**config.mk**
```make
export PLATFORM = sky130hd
export DESIGN_NAME = regfile_mp
export DESIGN_NICKNAME = d
export VERILOG_FILES = /design/src/rtl/regfile_mp.sv
export SDC_FILE = /design/constraint.sdc
export NUM_CORES = 2
export LEC_CHECK = 0
export BUFFER_PORTS_ARGS = -buffer_cell sky130_fd_sc_hd__buf_2
export CORE_UTILIZATION = 36
export CTS_BUF_LIST = sky130_fd_sc_hd__clkbuf_8 sky130_fd_sc_hd__clkbuf_16
export DETAILED_ROUTE_END_ITERATION = 8
export PLACE_DENSITY = 0.6
export SLEW_MARGIN = 20
export SYNTH_ARGS = -nofsm -noshare
export SYNTH_HDL_FRONTEND = slang
export SYNTH_SLANG_ARGS = --single-unit
```
**constraint.sdc**
```tcl
create_clock -name clk -period 4.1 [get_ports clk]
set_input_delay 0.615 -clock clk [delete_from_list [all_inputs] [get_ports clk]]
set_output_delay 0.615 -clock clk [all_outputs]
set_load 0.005 [all_outputs]
```
**src/rtl/regfile_mp.sv**
```systemverilog
// Multi-port register file: NREAD async read ports, two write ports, a dedicated PC register
// and a clear sequencer. Define REGFILE_BYPASS_EN for write-first forwarding on reads.
module regfile_mp #(
    parameter int unsigned       WIDTH    = 32,
    parameter int unsigned       DEPTH    = 16,
    parameter int unsigned       NREAD    = 3,
    parameter logic [WIDTH-1:0]  PC_RESET = '0,
    localparam int unsigned      AW       = $clog2(DEPTH)
) (
    input  logic                   clk,
    input  logic                   rst,
    input  logic [NREAD*AW-1:0]    rA,
    output logic [NREAD*WIDTH-1:0] rD,
    input  logic                   wEnA,
    input  logic [AW-1:0]          wAA,
    input  logic [WIDTH-1:0]       wDA,
    input  logic                   wEnB,
    input  logic [AW-1:0]          wAB,
    input  logic [WIDTH-1:0]       wDB,
    input  logic                   wEnPc,
    input  logic [WIDTH-1:0]       wDPc,
    output logic [WIDTH-1:0]       rDPc,
    input  logic                   clr_req,
    output logic                   busy
);

    localparam logic [AW-1:0] PcAddr = AW'(DEPTH - 1);
    localparam logic [AW-1:0] LastGp = AW'(DEPTH - 2);

    typedef enum logic {StIdle, StClear} state_e;

    state_e            state_q, state_d;
    logic [AW-1:0]     cnt_q, cnt_d;
    logic [WIDTH-1:0]  pc_q, pc_d, pc_rd;
    logic [WIDTH-1:0]  mem_q [DEPTH-1];
    logic              wr_a, wr_b;
    logic [AW-1:0]     rd_addr [NREAD];
    logic [WIDTH-1:0]  rd_val [NREAD];

    always_comb begin
        state_d = state_q;
        cnt_d   = cnt_q;
        unique case (state_q)
            StIdle: begin
                if (clr_req) begin
                    state_d = StClear;
                    cnt_d   = '0;
                end
            end
            StClear: begin
                cnt_d = cnt_q + 1'b1;
                if (cnt_q == LastGp) begin
                    state_d = StIdle;
                end
            end
            default: state_d = StIdle;
        endcase
    end

    always_ff @(posedge clk or posedge rst) begin
        if (rst) begin
            state_q <= StClear;
            cnt_q   <= '0;
            pc_q    <= PC_RESET;
        end else begin
            state_q <= state_d;
            cnt_q   <= cnt_d;
            pc_q    <= pc_d;
        end
    end

    assign busy = (state_q == StClear);
    assign wr_a = wEnA && !busy;
    assign wr_b = wEnB && !busy;

    // PC write priority: dedicated port, then B, then A.
    always_comb begin
        pc_d = pc_q;
        if (wr_a && wAA == PcAddr) pc_d = wDA;
        if (wr_b && wAB == PcAddr) pc_d = wDB;
        if (wEnPc)                 pc_d = wDPc;
    end

    // B is assigned last so it wins a same-address conflict with A.
    always_ff @(posedge clk) begin
        if (busy) begin
            mem_q[cnt_q] <= '0;
        end else begin
            if (wr_a && wAA != PcAddr) mem_q[wAA] <= wDA;
            if (wr_b && wAB != PcAddr) mem_q[wAB] <= wDB;
        end
    end

`ifdef REGFILE_BYPASS_EN
    assign pc_rd = rst ? PC_RESET : pc_d;
`else
    assign pc_rd = pc_q;
`endif

    always_comb begin
        rD = '0;
        for (int i = 0; i < int'(NREAD); i++) begin
            rd_addr[i] = rA[i*AW +: AW];
            rd_val[i]  = '0;
            if (!busy) begin
                if (rd_addr[i] == PcAddr) begin
                    rd_val[i] = pc_rd;
                end else begin
                    rd_val[i] = mem_q[rd_addr[i]];
`ifdef REGFILE_BYPASS_EN
                    if (wr_a && wAA == rd_addr[i]) rd_val[i] = wDA;
                    if (wr_b && wAB == rd_addr[i]) rd_val[i] = wDB;
`endif
                end
            end
            rD[i*WIDTH +: WIDTH] = rd_val[i];
        end
    end

    assign rDPc = pc_rd;

endmodule

```
== Yosys cells after proc, flatten, opt, wreduce, memory -nomap -nowiden ==
Memory sizes are Yosys's and may differ from the RTL's.
Index checks and enable logic that the tools add are counted.

* Bits in registers: 37
* Bits in writable memories: 480
* Input port bits: 122
* Output and inout port bits: 129
* Word-level logic and storage cells: 49
* Memories: 1

* $add $sub $neg: 1
* Eq/ne operators: 9
* Muxes and demuxes: 25
* Bitwise gates (word level): 1
* Reductions and logical operators: 9

{| class="wikitable"
|+ Memory list
! name !! depth !! width !! rd ports !! clocked after memory_dff !! wr ports !! RTL line !! text
|-
| mem_q || 15 || 32 || 3 || 0 || 2 || 35 || <nowiki>logic [WIDTH-1:0] mem_q [DEPTH-1];</nowiki>
|}

{| class="wikitable"
|+ Operators by type and width
! operator !! count
|-
| 2-to-1 mux 32 bit || 10
|-
| OR reduction 32 bit || 1
|-
| == test 4 bit (second input constant) || 6
|-
| 2-to-1 mux 1 bit || 11
|-
| 2-to-1 mux 4 bit || 2
|-
| inequality test 4 bit (second input constant) || 2
|-
| one-hot mux 4 bit (2 select lines) || 1
|-
| logical AND 1 bit || 6
|-
| adder 4 x 1 -> 4 bit (second input constant) || 1
|-
| nonzero test 3 bit || 1
|-
| inequality test 2 bit (second input constant) || 1
|-
| one-hot mux 1 bit (2 select lines) || 1
|-
| logical NOT 1 bit || 1
|-
| NOT 1 bit || 1
|}

== Logic depth before layout (Yosys ltp) ==
* Depth in word-level cells: 8
* Mapped depth: 9
* Mapped depth without buffers: 4

== Least setup slack after synthesis ==
OpenSTA, ideal clock, no wires.

* Path type: input-to-reg
* Start point: input wAA[1]
* End point: memory mem_q[13][0], enable pin
* Setup time: 0.433 ns
* Data arrival time: 3.181 ns
* Data required time: 3.667 ns
* Path slack: 0.486 ns
* Stages on the path: 6
* Buffers on the path: 2
* Path through: and4_1 > buf_2 > nor2_4 > buf_2 > o32a_1 > o22ai_1

{| class="wikitable"
|+ RTL lines
! element !! RTL line !! text
|-
| from (decl) || 15 || <nowiki>input logic [AW-1:0] wAA,</nowiki>
|-
| to (decl) || 35 ||
|}

== Final worst setup path ==
* Start point: register state_q (netlist: busy)
* End point: output rD[54]

* Longest elaborated chain between the ends: 1

{| class="wikitable"
|+ RTL lines
! element !! RTL line !! text
|-
| from (decl) || 32 || <nowiki>state_e state_q, state_d;</nowiki>
|-
| from (signal assigned) || 62 || <nowiki>state_q <= StClear;</nowiki>
|-
| from (signal assigned) || 66 || <nowiki>state_q <= state_d;</nowiki>
|-
| 2-to-1 mux 32 bit || 105 || <nowiki>if (!busy) begin</nowiki>
|-
| to (decl) || 13 || <nowiki>output logic [NREAD*WIDTH-1:0] rD,</nowiki>
|}

Every way passes these cells.

==> results.md <==
- RSZ-0062 raised after global routing: no
- Nets: 3554
- Hold Crit Depth: 2
- Vias: 31.6k
- Ys Warns: 0
- VDD IR max: 0.000413 V
- Initial drt markers: 5206
- Worst skew pair latency: 0.67 ns
- Die X: 314 um
- DRT Pass-1 Iters: 8
- Hold Crit Class: in -> reg
- Area of the core: 0.0967 mm^2
- CP arrival: 3.38 ns
- Outcome: finished, final reports clean
- Met3 Wirelength: 23.4 mm
- # port buffers: 250
- Die Y: 314 um
- Post-Syn Area: 0.0351 mm^2
- Worst path bufs/invs: 4
- PwrDens: 483 mW/mm^2
- Hold Startpoint: wDPc[3]
- Via-per-instance ratio: 6.62
- Layout area overhead: 13.8%
- Die ar.: 0.0988 mm^2
- Period utilisation layout: 0.975
- Asr flop ratio synth: 0.0716
- Pleak: 13.7 nW
- CP Capture Type: output pin
- Post-synth EDFFs: 480
- Cts repair resizes: 0
- R2R cell count: 5
- Max Fclk: 0.250 GHz
- Worst slew margin: 0.287
- Routed length per instance: 33.4 um
- FF-to-FF Start: busy$_DFF_PP1_
- Worst path cell trace: clkinv_2 > buf_4 > nand3_1 > buf_4 > o221ai_1 > buf_2
- Remaining DRCs: 0
- Largest net degree at the start of global routing: 65
- Max Cap Viol: 0
- CTS tree: done
- Total Wirelength: 159 mm
- Critical Path Most Common Cell: buf_4
- Hold_buf cts: 1
- Unique masters post-synth: 72
- Slew @ Worst Pin: 1.07 ns
- GRT Util Overall: 0.315
- Layout cell share with drive strength beyond 1: 0.242
- Hold EP: rDPc[3]$_DFFE_PP0P_
- Synthesized instance count: 3378
- Initial core utilization: 0.363
- Worst Skew: 0.0292 ns
- Total power: 19.3 mW
- CTS sink count: 517
- Initial antenna violation count: 17
- Std-Cell Rows: 114
- Register area share after synthesis: 0.437
- Critical path type: reg -> out
- Dpl hpwl: 99.8 mm
- Setup Buffers After CTS: 0
- M1 WL: 57.8 mm
- Critical path startpoint category: flip-flop
- Synth area leader: edfxtp_1
- Final Wtd Congestion: 1.00
- Finish-stage setup viols: 0
- # IOs: 251
- Total CTS buffers: 60
- Final hold violation count: 0
- Crit-path max FO: 33
- Post-route core utilization: 0.413
- Final Max Tran Viols: 0
- Avg Cell Area, Syn: 10.4 um^2
- Crit-path slowest cell: dfstp_2
- First-pass GRT wire length: 222 mm
- Clk slew on worst S/H paths: 0.06 ns
- Overflow after GRT: 0
- Sum of negative setup slack: 0 ns
- Uppermost routed layer: met5
- Tmin final: 4.00 ns
- Vias in the first global route: 29.5k
- Met2 routed WL: 68.3 mm
- Critical path's largest stage delay: 0.52 ns
- Max clock buf depth: 3
- Antenna Nets Post-Route: 0
- Crit path required time: 3.48 ns
- Flop-to-flop setup slack: 0.97 ns
- Top post-synthesis cells by area: edfxtp_1 (41%), mux4_2 (14%), o21ai_0 (9.7%), nand2_1 (6.4%), mux2i_1 (5.4%)
- Area fraction of the dominant cell type after synthesis: 0.411
- Synthesized flop and latch total: 517
- RR Endpoint: mem_q[1][18]$_DFFE_PP_
- Most common flop cell mapped by yosys: edfxtp_1
- Syn nets: 3502
- Largest delay share family, worst path: buffers and inverters
- # H-tree levels: 2
- CTS root buf: clkbuf_16
## per-layer routing
metal  vias up  track usage
li1      13000            -
met1     15400        0.411
met2      2637        0.462
met3       562        0.103
met4        16        0.172
met5         -            0
## worst max path at each step
stage,start,end,slack [ns],cells after the start
after floorplan,wAA[1],mem_q[13][0]$_DFFE_PP_,0.49,6
after global placement,rA[1],rD[26],0.61,7
after detailed placement,rA[1],rD[27],0.59,6
after CTS,busy$_DFF_PP1_,rD[58],0.31,6
after global routing,busy$_DFF_PP1_,rD[58],0.14,6
final,busy$_DFF_PP1_,rD[54],0.10,6
## power breakdown
group          internal [mW]  switching [mW]  total (mW)
Sequential              7.12           0.790        7.91
Clock                   3.14            2.43        5.57
Combinational           2.13            3.70        5.83
Total                   12.4            6.92        19.3
## metrics by stage
| stage | cells | hold slack, ns | setup WS, ns | area, um^2 |
|---|---|---|---|---|
| after floorplan | 3378 | 0.492 | 0.486 | 35100 |
| after global placement | 4643 | 0.532 | 0.609 | 37900 |
| after detailed placement | 4643 | 0.524 | 0.589 | 37900 |
| after CTS | 4757 | 0.156 | 0.309 | 39900 |
| after global routing | 4759 | 0.188 | 0.136 | 39900 |
| final | 4766 | 0.181 | 0.102 | 39900 |
## final cells by class
class	instances	area, um^2
tap	1276	1600
sequential	517	15300
fill	9241	56800
timing repair buffer	410	2910
multi-input combinational	2410	18000
clock buffer	65	1570
clock inverter	48	427
inverter	31	118
antenna	9	22.5
## kinds of logic (layout without fill, tap and decap cells)
family          Yosys count  in the layout  synth area share
flops                   517            517             0.437
fa+ha+maj                 2              2          0.000713
other cells               0              9                 0
mux                     463            463             0.211
xor+xnor                  2              2          0.000499
buf+inv                 451            554            0.0598
simple gates            860            860             0.107
compound gates         1083           1083             0.184
## cell usage in the layout (no fill, tap or decap), types with 34 or more instances in the layout
master	instances
inv_1	45
a211oi_1	56
nor2b_1	49
nand3_1	51
o22ai_1	53
clkbuf_16	60
buf_4	134
mux2i_1	188
a21oi_1	46
o21ai_0	677
edfxtp_1	480
nor2_1	34
nand2_1	598
dfrtp_1	36
mux4_2	215
mux2_2	60
a221o_1	34
buf_2	239
## synthesized netlist by cell type, types with 36 or more instances
cell type  number
mux2_2         60
nand2_1       599
buf_2          99
o21ai_0       677
mux4_2        215
dfrtp_1        36
mux2i_1       188
buf_4          44
nand3_1        51
nor2b_1        52
o22ai_1        58
clkbuf_1      246
a211oi_1       56
nor2_1         36
edfxtp_1      480
nor3_1         37
a21oi_1        46
## state kept, by name, summed over array words and instances, names as in the netlist
name / count
mem_q: 480
rDPc: 32
cnt_q: 4
busy: 1
Power figures use the tool's default switching activity.
